File: config.mk
export PLATFORM = sky130hd
export DESIGN_NAME = seg7_pattern_encoder
export DESIGN_NICKNAME = d
export VERILOG_FILES = /design/src/rtl/seg7_pattern_encoder.sv
export SDC_FILE = /design/constraint.sdc
export NUM_CORES = 1
export LEC_CHECK = 0
export ABC_CLOCK_PERIOD_IN_PS = 2200
export CORE_ASPECT_RATIO = 0.9
export CORE_UTILIZATION = 54
export CTS_BUF_LIST = sky130_fd_sc_hd__clkbuf_4
export DETAILED_ROUTE_END_ITERATION = 12
export PLACE_DENSITY = 0.84
export SKIP_CTS_REPAIR_TIMING = 1
export SLEW_MARGIN = 10
export SYNTH_ARGS = -nofsm -noshare
export SYNTH_HDL_FRONTEND = slang
export SYNTH_SLANG_ARGS = --single-unit
File: constraint.sdc
create_clock -name clk -period 2.2 [get_ports clk]
set_input_delay 0.33 -clock clk [delete_from_list [all_inputs] [get_ports clk]]
set_output_delay 0.33 -clock clk [all_outputs]
set_load 0.005 [all_outputs]
File: src/rtl/seg7_pattern_encoder.sv
// Debounces a 7-segment bus and encodes each newly accepted pattern back to its
// 2-bit code, offered on a valid/ready port; illegal patterns are counted.
module seg7_pattern_encoder #(
    parameter int STABLE_CYCLES = 4,
    parameter int ERR_W         = 8
) (
    input  logic             clk,
    input  logic             reset,
    input  logic [6:0]       seg_in,
    output logic [1:0]       code,
    output logic             code_valid,
    input  logic             code_ready,
    output logic             blank,
    output logic [ERR_W-1:0] invalid_cnt,
    output logic             overrun,
    input  logic             clear_err
);

    localparam int                CNT_W   = $clog2(STABLE_CYCLES + 1);
    localparam logic [CNT_W-1:0]  CNT_MAX = CNT_W'(STABLE_CYCLES);

    logic [6:0]       cand_q, cand_d;
    logic [CNT_W-1:0] cnt_q, cnt_d;
    logic [6:0]       acc_q, acc_d;
    logic [1:0]       code_q, code_d;
    logic             valid_q, valid_d;
    logic             blank_q, blank_d;
    logic [ERR_W-1:0] inv_q, inv_d;
    logic             ovr_q, ovr_d;

    logic       accept;
    logic       isLegal;
    logic       isBlank;
    logic [1:0] enc;
    logic       incErr;
    logic       setOvr;

    always_comb begin
        isLegal = 1'b1;
        enc     = 2'b00;
        case (cand_q)
            7'b0000111: enc = 2'b00;
            7'b1110000: enc = 2'b01;
            7'b0011100: enc = 2'b10;
            7'b1100011: enc = 2'b11;
            default:    isLegal = 1'b0;
        endcase
        isBlank = (cand_q == 7'b0000000);
    end

    // A new sample restarts the run length; an unchanged one extends it up to the threshold.
    always_comb begin
        cand_d = cand_q;
        cnt_d  = cnt_q;
        if (seg_in != cand_q) begin
            cand_d = seg_in;
            cnt_d  = CNT_W'(1);
        end else if (cnt_q < CNT_MAX) begin
            cnt_d = cnt_q + 1'b1;
        end
    end

    assign accept = (cnt_q == CNT_MAX) && (cand_q != acc_q);

    always_comb begin
        acc_d   = acc_q;
        code_d  = code_q;
        valid_d = valid_q;
        blank_d = blank_q;
        inv_d   = inv_q;
        ovr_d   = ovr_q;
        incErr  = 1'b0;
        setOvr  = 1'b0;

        if (valid_q && code_ready) begin
            valid_d = 1'b0;
        end

        // A completed transfer frees the slot in the same cycle, so a legal code can reload it.
        if (accept) begin
            acc_d = cand_q;
            if (isBlank) begin
                blank_d = 1'b1;
            end else begin
                blank_d = 1'b0;
                if (isLegal) begin
                    if (!valid_q || code_ready) begin
                        code_d  = enc;
                        valid_d = 1'b1;
                    end else begin
                        setOvr = 1'b1;
                    end
                end else begin
                    incErr = 1'b1;
                end
            end
        end

        if (clear_err) begin
            inv_d = '0;
            ovr_d = 1'b0;
        end else begin
            if (incErr && (inv_q != {ERR_W{1'b1}})) begin
                inv_d = inv_q + 1'b1;
            end
            if (setOvr) begin
                ovr_d = 1'b1;
            end
        end
    end

    always_ff @(posedge clk) begin
        if (reset) begin
            cand_q  <= 7'b0000000;
            cnt_q   <= '0;
            acc_q   <= 7'b0000000;
            code_q  <= 2'b00;
            valid_q <= 1'b0;
            blank_q <= 1'b1;
            inv_q   <= '0;
            ovr_q   <= 1'b0;
        end else begin
            cand_q  <= cand_d;
            cnt_q   <= cnt_d;
            acc_q   <= acc_d;
            code_q  <= code_d;
            valid_q <= valid_d;
            blank_q <= blank_d;
            inv_q   <= inv_d;
            ovr_q   <= ovr_d;
        end
    end

    assign code        = code_q;
    assign code_valid  = valid_q;
    assign blank       = blank_q;
    assign invalid_cnt = inv_q;
    assign overrun     = ovr_q;

endmodule

Yosys cells after proc, flatten, opt, wreduce, memory -nomap -nowiden

Index checks and enable logic that the tools add are counted.

Bits in registers: 30
Word-level logic and storage cells: 49
Output and inout bits: 13

Bitwise logic cells: 1
Equal/unequal tests: 8
$add $sub $neg: 2
Multiplexer cells: 17
Magnitude comparators: 1
Reduce and logical (&&, ||, !) cells: 11

Operators by type and width:

| operator                                             | count |
|---|---|
| two-way mux 1 bit                                    | 16 |
| equality test 7 bit (second input constant)          | 2 |
| != test 7 bit                                        | 2 |
| adder 8 x 1 -> 8 bit (second input constant)         | 1 |
| != test 8 bit (second input constant)                | 1 |
| equality test 7 x 3 -> 1 bit (second input constant) | 1 |
| equality test 7 x 5 -> 1 bit (second input constant) | 1 |
| logical NOT 7 bit                                    | 1 |
| case mux 2 bit (3 select lines)                      | 1 |
| AND reduction 4 bit                                  | 1 |
| OR reduction 2 bit                                   | 2 |
| OR reduction 4 bit                                   | 1 |
| adder 3 x 1 -> 3 bit (second input constant)         | 1 |
| equality test 3 bit (second input constant)          | 1 |
| logical AND 1 bit                                    | 3 |
| less-than comparator 3 bit (second input constant)   | 1 |
| nonzero test 2 bit                                   | 1 |
| logical NOT 1 bit                                    | 1 |
| logical OR 1 bit                                     | 1 |
| inverter 1 bit                                       | 1 |

Longest topological paths before layout

Gate-level depths: netlist of run 1.

Depth after elaboration: 7
Gate-level depth with buffers: 8
Gate-level depth less buffers: 7

Worst setup path before layout of run 1

Ideal clock, no wire load.

Kind: register to register
From: register cand_q[4]
To: register code_q[0], in the netlist code[0]
Arrival: 1.706 ns
Period minus slack after synthesis: 1.827 ns
Path buffers: 0
Required time: 2.079 ns
Stages on the path, launching flop included: 7
Setup slack: 0.373 ns
Cell sequence: dfxtp_1 -> nor3b_1 -> nand4_1 -> o211a_1 -> nand3b_2 -> nor2b_1 -> mux2_2

Longest elaborated chain between the ends: 4
Elaborated cells between the ends (all ways): 12

RTL lines:

| element                                     | RTL line | text |
|---|---|---|
| start: declaration                          | 22       | `logic [6:0] cand_q, cand_d;` |
| start signal: assignment                    | 123      | `cand_q <= cand_d;` |
| equality test 7 bit (tied with other cells) | 41       | `case (cand_q)` |
| OR reduction 4 bit (no source line)         | n/a      |  |
| two-way mux 1 bit                           | 41       |  |
| AND reduction 4 bit (no source line)        | n/a      |  |
| end signal: assignment                      | 126      | `code_q <= code_d;` |
| end: declaration                            | 25       | `logic [1:0] code_q, code_d;` |

Parallel ways exist; a longest one is shown, timed or not.
A chain may end at the register's enable or synchronous reset.

Worst setup path after layout of run 1

From: register cand_q[0]
To: register code_q[0], in the netlist code[0]

The elaborated chain is that of the path after synthesis.

==> results of run 1 <==
-- sequential cells by signal (all words and copies together) (netlist names) --
register,cells
overrun,1
blank,1
cand_q,7
acc_q,7
code,2
invalid_cnt,8
cnt_q,3
code_valid,1
-- through the flow --
stage,worst slack [ps],hold WS (ps)
detailed placement,153,449
CTS,134,470
floorplan,373,449
global route,41.2,495
global placement,136,446
finish,185,471
-- per-layer routing --
layer,track usage,vias to the layer above
met5,0,-
met1,0.314,550
met4,0.0894,0
li1,-,575
met3,0.0670,9
met2,0.363,24
-- cell usage in the layout, fill, tap and decap left out, drive strengths merged --
master	instances
nor4	2
nand2	7
nand3	8
o21ai	5
nor2	16
a41oi	1
clkdlybuf4s50	23
o21ba	1
nand3b	1
o211ai	2
nand2b	1
nor3b	1
and4bb	1
buf	2
nor2b	9
or3	3
a21oi	4
nor3	4
clkinv	2
or4	2
or2	1
clkbuf	5
inv	4
o211a	1
xnor2	7
and3b	1
and3	3
mux2i	9
o31ai	1
mux2	1
o221a	1
ha	3
dfxtp	30
nand4	4
xor2	9
a211oi	1
-- power breakdown --
group          switching [mW]  leakage [nW]  internal (mW)
logic                  0.0319         0.373         0.0382
clock network           0.190        0.0308          0.115
registers              0.0148         0.244          0.551
total                   0.237         0.648          0.704
-- worst max-delay path, delay by kind of cell, from the launching register on --
kind	cells	cell delay, ps
mux	1	350
simple gates	4	830
compound gates	1	280
flops	1	460
-- worst max-delay path by stage --
stage	to	slack, ps	cells after the start
2_1_floorplan	code[0]$_SDFFE_PP0P_	370	6
3_3_place_gp	code[0]$_SDFFE_PP0P_	140	6
3_5_place_dp	code[0]$_SDFFE_PP0P_	150	6
4_1_cts	code[0]$_SDFFE_PP0P_	130	6
5_1_grt	invalid_cnt[3]$_SDFFE_PP0P_	40	6
6_report	code[0]$_SDFFE_PP0P_	180	6
-- area by class of cell --
type                    count  share of cell area
clock buffers               5              0.0219
clock inverters             2             0.00584
inverters                   4             0.00876
multi-input cells         110               0.450
repair buffers             25               0.143
flip-flops and latches     30               0.350
well taps                  28              0.0204
-- logic make-up after synthesis --
logic type               after synthesis
AO/OA/AOI/OAI                         17
XOR/XNOR                              16
adder cells (fa/ha/maj)                3
buffers and inverters                 11
flip-flops                            30
multiplexers                          10
AND/OR/NAND/NOR                       64
==> PnR_summary.wiki, run 1 <==
{| class="wikitable"
! Metric !! Value
|-
| Outcome || completed
|-
| Portion of the clock cycle consumed by the worst path in the final layout || 0.916
|-
| Most frequently used cell type in the post-synthesis netlist || sky130_fd_sc_hd__dfxtp_1
|-
| Slew Viols, Final || 0
|-
| Post-Synthesis Cells || ~150
|-
| Asr flop ratio synth || 0
|-
| Number of cells on the worst hold path || 2
|-
| Largest driver fanout on the critical path || 6
|-
| Syn-to-layout area delta || 21.0%
|-
| Core area || ~2500 um2
|-
| Routed wl met2 || between 1000 and 1500 um
|-
| Post-detail-place hpwl || roughly 2100 um
|-
| Category of the worst setup path capture point || register
|-
| Antenna Nets Post-Route || 0
|-
| Die width || between 50 and 60 um
|-
| Synth Area in Adders || 0.0265
|-
| RSZ-0062 raised after global routing || false
|-
| Top achievable clock speed || 0.496 GHz
|-
| Cell area after synthesis || approximately 1400 um2
|-
| Maximum buffer depth of the clock tree || 2
|-
| Mean instance size in the synthesized netlist || 9.38 um2
|-
| Num CTS Buffers || 5
|-
| Final cell count without fillers || 204
|-
| Site row count || 17
|-
| Data arrival, critical path || 2240 ps
|-
| Final design instance area without fill || between 1500 and 2000 um2
|-
| Highest cell delay on the worst timing path || 460 ps
|-
| Filler Cell Count || between 150 and 200
|-
| Static Leakage || 0.648 nW
|-
| Clock tree from TritonCTS || done
|-
| Compound-gate portion of the synthesized area || 0.0892
|-
| Total power of the final layout || between 0.9 and 1 mW
|-
| Die area || around 2800 um2
|-
| Most frequent cells after synthesis || sky130_fd_sc_hd__dfxtp_1 (30), sky130_fd_sc_hd__nor2_1 (16), sky130_fd_sc_hd__mux2i_1 (9), sky130_fd_sc_hd__nor2b_1 (9), sky130_fd_sc_hd__xor2_1 (9)
|-
| H-Tree Level Count || 2
|-
| Source-to-sink clock delay at the later pin of the worst-skew pair || 330 ps
|-
| Post-layout minimum cycle time || between 2000 and 2500 ps
|-
| Final design utilization || 0.695
|-
| Nets || between 150 and 200
|-
| Hold_sp || overrun$_SDFFE_PP0P_
|-
| Setup Total Neg Slack || 0 ps
|-
| Starting density of the core || 0.574
|-
| Number of instances in the placed design || around 200
|-
| # IOs || 24
|-
| Fraction of layout instances using a drive strength above 1 || 0.108
|-
| Flip-flop and latch area || between 600 and 700 um2
|-
| RePlAce Congestion || roughly 0.86
|-
| FF-to-FF setup slack || 180 ps
|-
| R2R Path Start || cand_q[0]$_SDFFE_PP0P_
|-
| Number of nets in the synthesized netlist || approximately 170
|-
| Cell depth of the worst flop-to-flop path || 6
|-
| Residual DRC || 0
|-
| Ant. Diodes || 0
|-
| CP Cell Sequence || and3b_1 > nand3_1 > o211a_1 > nand3b_2 > nor2b_1 > mux2_2
|-
| Largest family of logic cells by synthesized area || simple AND/OR/NAND/NOR gates
|-
| Kind of critical path || reg -> reg
|-
| Total number of yosys warnings || 0
|-
| DR iter-0 viols || 36
|-
| Flip-flop and latch count after synthesis || 30
|-
| Clock transition at the registers of the reported paths || approximately 100 ps
|-
| Buffers on Ports || 23
|-
| Startpoint type of the worst setup path || register
|-
| Portion of synthesized cell area occupied by the leading cell type || 0.424
|-
| PwrDens || 549 nW/um2
|-
| Per-cell routed wire length || about 15 um
|-
| Uppermost metal layer occupied by signal nets || met4
|-
| Sequential fraction of the synthesis area || 0.424
|-
| Biggest area contributors in the synthesized netlist || sky130_fd_sc_hd__dfxtp_1 (42%), sky130_fd_sc_hd__mux2i_1 (6.4%), sky130_fd_sc_hd__xor2_1 (5.6%)
|-
| Sum of routed wire segments on met1 || roughly 1400 um
|-
| Setup Viol. Count Final || 0
|-
| Via Count || roughly 1,200
|-
| Slowest cell on the critical path || sky130_fd_sc_hd__dfxtp_1
|-
| Classification of the worst-slack hold path || reg -> reg
|-
| Simple-gate share of the synthesized area || 0.248
|-
| Wire length of the first global-routing pass || slightly above 5000 um
|-
| Die Y-Extent || between 50 and 60 um
|-
| Reg2reg end || code[0]$_SDFFE_PP0P_
|-
| Post-placement cell area || about 1700 um2
|-
| Area of the multi-input gates || around 770 um2
|-
| Iteration count of the initial detailed-routing pass || 4
|-
| Grt ovf || 0
|-
| Maximum number of pins on one net before global-route repair || 23
|-
| EDFF count, synth || 0
|-
| Tightest slew margin relative to the limit || 0.739
|-
| Total number of clock tree sinks || 30
|-
| End of the worst hold path || overrun$_SDFFE_PP0P_
|-
| Synth unique cells || 38
|-
| Detailed-routed wire length on met3 || roughly 100 um
|-
| Actual slew at the worst max-slew pin || 389 ps
|-
| Setup crit start || cand_q[0]$_SDFFE_PP0P_
|-
| Maximum ir drop on the vdd rail || between 400 and 500 uV
|-
| Number of global-route vias before repair || 1,129
|-
| Layout Skew || 12.1 ps
|-
| Number of violations of the max-capacitance limit || 0
|-
| Fraction of synthesized area in multiplexers || 0.0716
|-
| Overall routed net length || approximately 3000 um
|-
| Vias per cell || roughly 5.7
|-
| Post-synthesis cell type with the largest combined area || sky130_fd_sc_hd__dfxtp_1
|-
| Global router's overall resource usage || 0.235
|-
| Synth Area in XOR/XNOR || 0.0989
|-
| Clock Root Buffer || sky130_fd_sc_hd__clkbuf_4
|-
| Critical Path RT || 2430 ps
|-
| Final hold vios || 0
|-
| Initial antenna violation count || 0
|-
| Most used DFF post-synth || sky130_fd_sc_hd__dfxtp_1
|}
No activity file was read; power rests on OpenSTA's default activity.
==> run 2, diff against run 1 <==
--- a/config.mk
+++ b/config.mk
@@ -5,12 +5,12 @@
 export SDC_FILE = /design/constraint.sdc
 export NUM_CORES = 1
 export LEC_CHECK = 0
-export ABC_CLOCK_PERIOD_IN_PS = 2200
+export ABC_CLOCK_PERIOD_IN_PS = 2400
 export CORE_ASPECT_RATIO = 0.9
-export CORE_UTILIZATION = 54
+export CORE_UTILIZATION = 58
 export CTS_BUF_LIST = sky130_fd_sc_hd__clkbuf_4
 export DETAILED_ROUTE_END_ITERATION = 12
-export PLACE_DENSITY = 0.84
+export PLACE_DENSITY = 0.89
 export SKIP_CTS_REPAIR_TIMING = 1
 export SLEW_MARGIN = 10
 export SYNTH_ARGS = -nofsm -noshare
==> constraint.sdc (replaced) <==
create_clock -name clk -period 2.4 [get_ports clk]
set_input_delay 0.36 -clock clk [delete_from_list [all_inputs] [get_ports clk]]
set_output_delay 0.36 -clock clk [all_outputs]
set_load 0.005 [all_outputs]
==> run 2 against run 1 <==
Combinational power fell by 9.3%; wire length fell by 2.0%; via count decreased by 2.0%; critical path type unchanged; maximum frequency is 5.6% lower; clock-buffer cell count grew 2; power is 7.4% lower; register-to-register slack gained 80 ps; final cell count shrank 0.49%; non-clock buffer count unchanged; utilization increased by 6.5 points.
==> PnR_summary.wiki, run 2 (synthesized netlist as in run 1, its figures left out) <==
{| class="wikitable"
! Metric !! Value
|-
| Maximum buffer depth of the clock tree || 2 (unchanged)
|-
| Post-layout minimum cycle time || 2130 ps (+119 ps)
|-
| Via Count || 1,135 (-2.0%)
|-
| End of the worst hold path || overrun$_SDFFE_PP0P_
|-
| Data arrival, critical path || 2370 ps (+130 ps)
|-
| Top achievable clock speed || 0.469 GHz (-5.6%)
|-
| Residual DRC || 0 (unchanged)
|-
| Layout Skew || 2.99 ps (-9.14 ps)
|-
| Flip-flop and latch area || 601 um2 (unchanged)
|-
| Clock network power share || 0.332 (+0.008)
|-
| RePlAce Congestion || 0.854 (-0.48%)
|-
| Static Leakage || 0.646 nW (-0.32%)
|-
| Setup Viol. Count Final || 0 (unchanged)
|-
| FF-to-FF setup slack || 270 ps (+80 ps)
|-
| Site row count || 16 (-1)
|-
| Num CTS Buffers || 5 (unchanged)
|-
| Global router's overall resource usage || 0.272 (+0.0364)
|-
| Vias per cell || 5.59 (-1.5%)
|-
| Filler Cell Count || 171 (-12%)
|-
| Outcome || completed
|-
| Area of the multi-input gates || 757 um2 (-1.8%)
|-
| Switching power summed over all nets || 0.199 mW (-16%)
|-
| Tightest slew margin relative to the limit || 0.714 (-0.0245)
|-
| Clock tree from TritonCTS || done
|-
| Hold_sp || overrun$_SDFFE_PP0P_
|-
| Kind of critical path || reg -> reg
|-
| Number of cells on the worst hold path || 2 (unchanged)
|-
| Die Y-Extent || 48.9 um (-3.4%)
|-
| Switching share of power || 0.228 (-0.0236)
|-
| Total number of clock tree sinks || 30 (unchanged)
|-
| Clock transition at the registers of the reported paths || 80 ps (-20 ps)
|-
| CP Buf/Inv Count || 0 (unchanged)
|-
| Commonest non-fill, non-tap cells in the layout || sky130_fd_sc_hd__dfxtp_1 (30), sky130_fd_sc_hd__clkdlybuf4s50_1 (23), sky130_fd_sc_hd__nor2_1 (16)
|-
| Die width || 54.1 um (-3.4%)
|-
| Commonest non-fill, non-tap cell in the layout || sky130_fd_sc_hd__dfxtp_1
|-
| Slew Viols, Final || 0 (unchanged)
|-
| Final hold vios || 0 (unchanged)
|-
| Per-cell routed wire length || 14.5 um (-1.6%)
|-
| Initial antenna violation count || 0 (unchanged)
|-
| Relative contribution of sequential cells to total power || 0.595 (-0.006)
|-
| Internal || 0.672 mW (-4.5%)
|-
| Die area || 2640 um2 (-6.6%)
|-
| Core area || 2240 um2 (-9.1%)
|-
| Actual slew at the worst max-slew pin || 425 ps (+36.4 ps)
|-
| DR iter-0 viols || 19 (-47%)
|-
| Post-detail-place hpwl || 2200 um (+2.5%)
|-
| Largest driver fanout on the critical path || 6 (unchanged)
|-
| Syn-to-layout area delta || 20.3%
|-
| Nets || 190 (unchanged)
|-
| Overall routed net length || 2940 um (-2.0%)
|-
| Number of global-route vias before repair || 1,110 (-1.7%)
|-
| Classification of the worst-slack hold path || reg -> reg
|-
| Iteration count of the initial detailed-routing pass || 4 (unchanged)
|-
| Maximum ir drop on the vdd rail || 449 uV (-8.2%)
|-
| # IOs || 24 (unchanged)
|-
| Starting density of the core || 0.632 (+0.0577)
|-
| RSZ-0062 raised after global routing || false
|-
| Crit-path leading delay family || simple AND/OR/NAND/NOR gates
|-
| Portion of the clock cycle consumed by the worst path in the final layout || 0.889 (-0.0266)
|-
| PwrDens || 511 nW/um2 (-6.9%)
|-
| Maximum number of pins on one net before global-route repair || 23 (unchanged)
|-
| Highest cell delay on the worst timing path || 460 ps (about the same)
|-
| Category of the worst setup path capture point || register
|-
| Slowest cell on the critical path || sky130_fd_sc_hd__dfxtp_1
|-
| Buffers on Ports || 23 (unchanged)
|-
| Reg2reg end || code[0]$_SDFFE_PP0P_
|-
| Hold slack final || 465 ps (-6.89 ps)
|-
| Logic gate share of total power || 0.073 (-0.002)
|-
| Ant. Diodes || 0 (unchanged)
|-
| Largest register FFs || 8 (unchanged)
|-
| Critical Path RT || 2630 ps (+200 ps)
|-
| CP Cell Sequence || nor3b_1 > nand4_1 > o211a_1 > nand3b_2 > nor2b_1 > mux2_2
|-
| Startpoint type of the worst setup path || register
|-
| Setup Total Neg Slack || 0 ps (unchanged)
|-
| Cell depth of the worst flop-to-flop path || 6 (unchanged)
|-
| Grt ovf || 0 (unchanged)
|-
| H-Tree Level Count || 2 (unchanged)
|-
| Number of violations of the max-capacitance limit || 0 (unchanged)
|-
| Clock Root Buffer || sky130_fd_sc_hd__clkbuf_4
|-
| Source-to-sink clock delay at the later pin of the worst-skew pair || 340 ps (about the same)
|-
| R2R Path Start || cand_q[4]$_SDFFE_PP0P_
|-
| Antenna Nets Post-Route || 0 (unchanged)
|-
| Fraction of layout instances using a drive strength above 1 || 0.102 (-0.00568)
|-
| Wire length of the first global-routing pass || 5000 um (-3.3%)
|}
-- run 2: layout make-up --
cell class              count  share of cell area
flip-flops and latches     30               0.352
clock buffers               7              0.0308
inverters                   4             0.00881
multi-input cells         110               0.444
repair buffers             25               0.144
well taps                  27              0.0198
-- run 2: routing by layer --
layer  wire length [um]  vias up  share of wire  track usage
met5                  0        -              0            0
met1               1280      528           0.44        0.313
met3                143        7          0.049        0.125
li1                   -      574              -            -
met4                 76        0          0.026        0.128
met2               1440       26           0.49        0.418
-- run 2: per-stage QoR --
stage          cells  total power, mW  setup WS, ps  utilization  cell area [um2]
6_report         203            0.871           266        0.760             1700
5_1_grt          203            0.911           121        0.760             1700
4_1_cts          203            0.876           232        0.760             1700
3_5_place_dp     196            0.592           275        0.737             1650
3_3_place_gp     196            0.589           395        0.737             1650
2_1_floorplan    151            0.563           573            -             1420
-- run 2: power by group through the flow --
stage               logic (mW)  clock network, mW  registers, mW
floorplan               0.0403                  0          0.523
global placement        0.0609                  0          0.528
detailed placement      0.0627                  0          0.530
CTS                     0.0634              0.295          0.518
global route            0.0701              0.322          0.519
finish                  0.0636              0.289          0.518
-- run 2: worst min-delay path, cell delays in order, from the launching register on --
cell	delay [ps]
sky130_fd_sc_hd__dfxtp_1	330
sky130_fd_sc_hd__nand2_1	50
sky130_fd_sc_hd__o31ai_1	50
-- run 2: worst max-delay path by stage --
stage	start	end	slack [ps]	depth (start not counted)
after detailed placement	cand_q[4]$_SDFFE_PP0P_	code[0]$_SDFFE_PP0P_	270	6
after CTS	cand_q[4]$_SDFFE_PP0P_	code[0]$_SDFFE_PP0P_	230	6
final	cand_q[4]$_SDFFE_PP0P_	code[0]$_SDFFE_PP0P_	270	6
after global routing	cand_q[4]$_SDFFE_PP0P_	code[0]$_SDFFE_PP0P_	120	6
after floorplan	cand_q[4]$_SDFFE_PP0P_	code[0]$_SDFFE_PP0P_	570	6
after global placement	cand_q[4]$_SDFFE_PP0P_	code[0]$_SDFFE_PP0P_	390	6
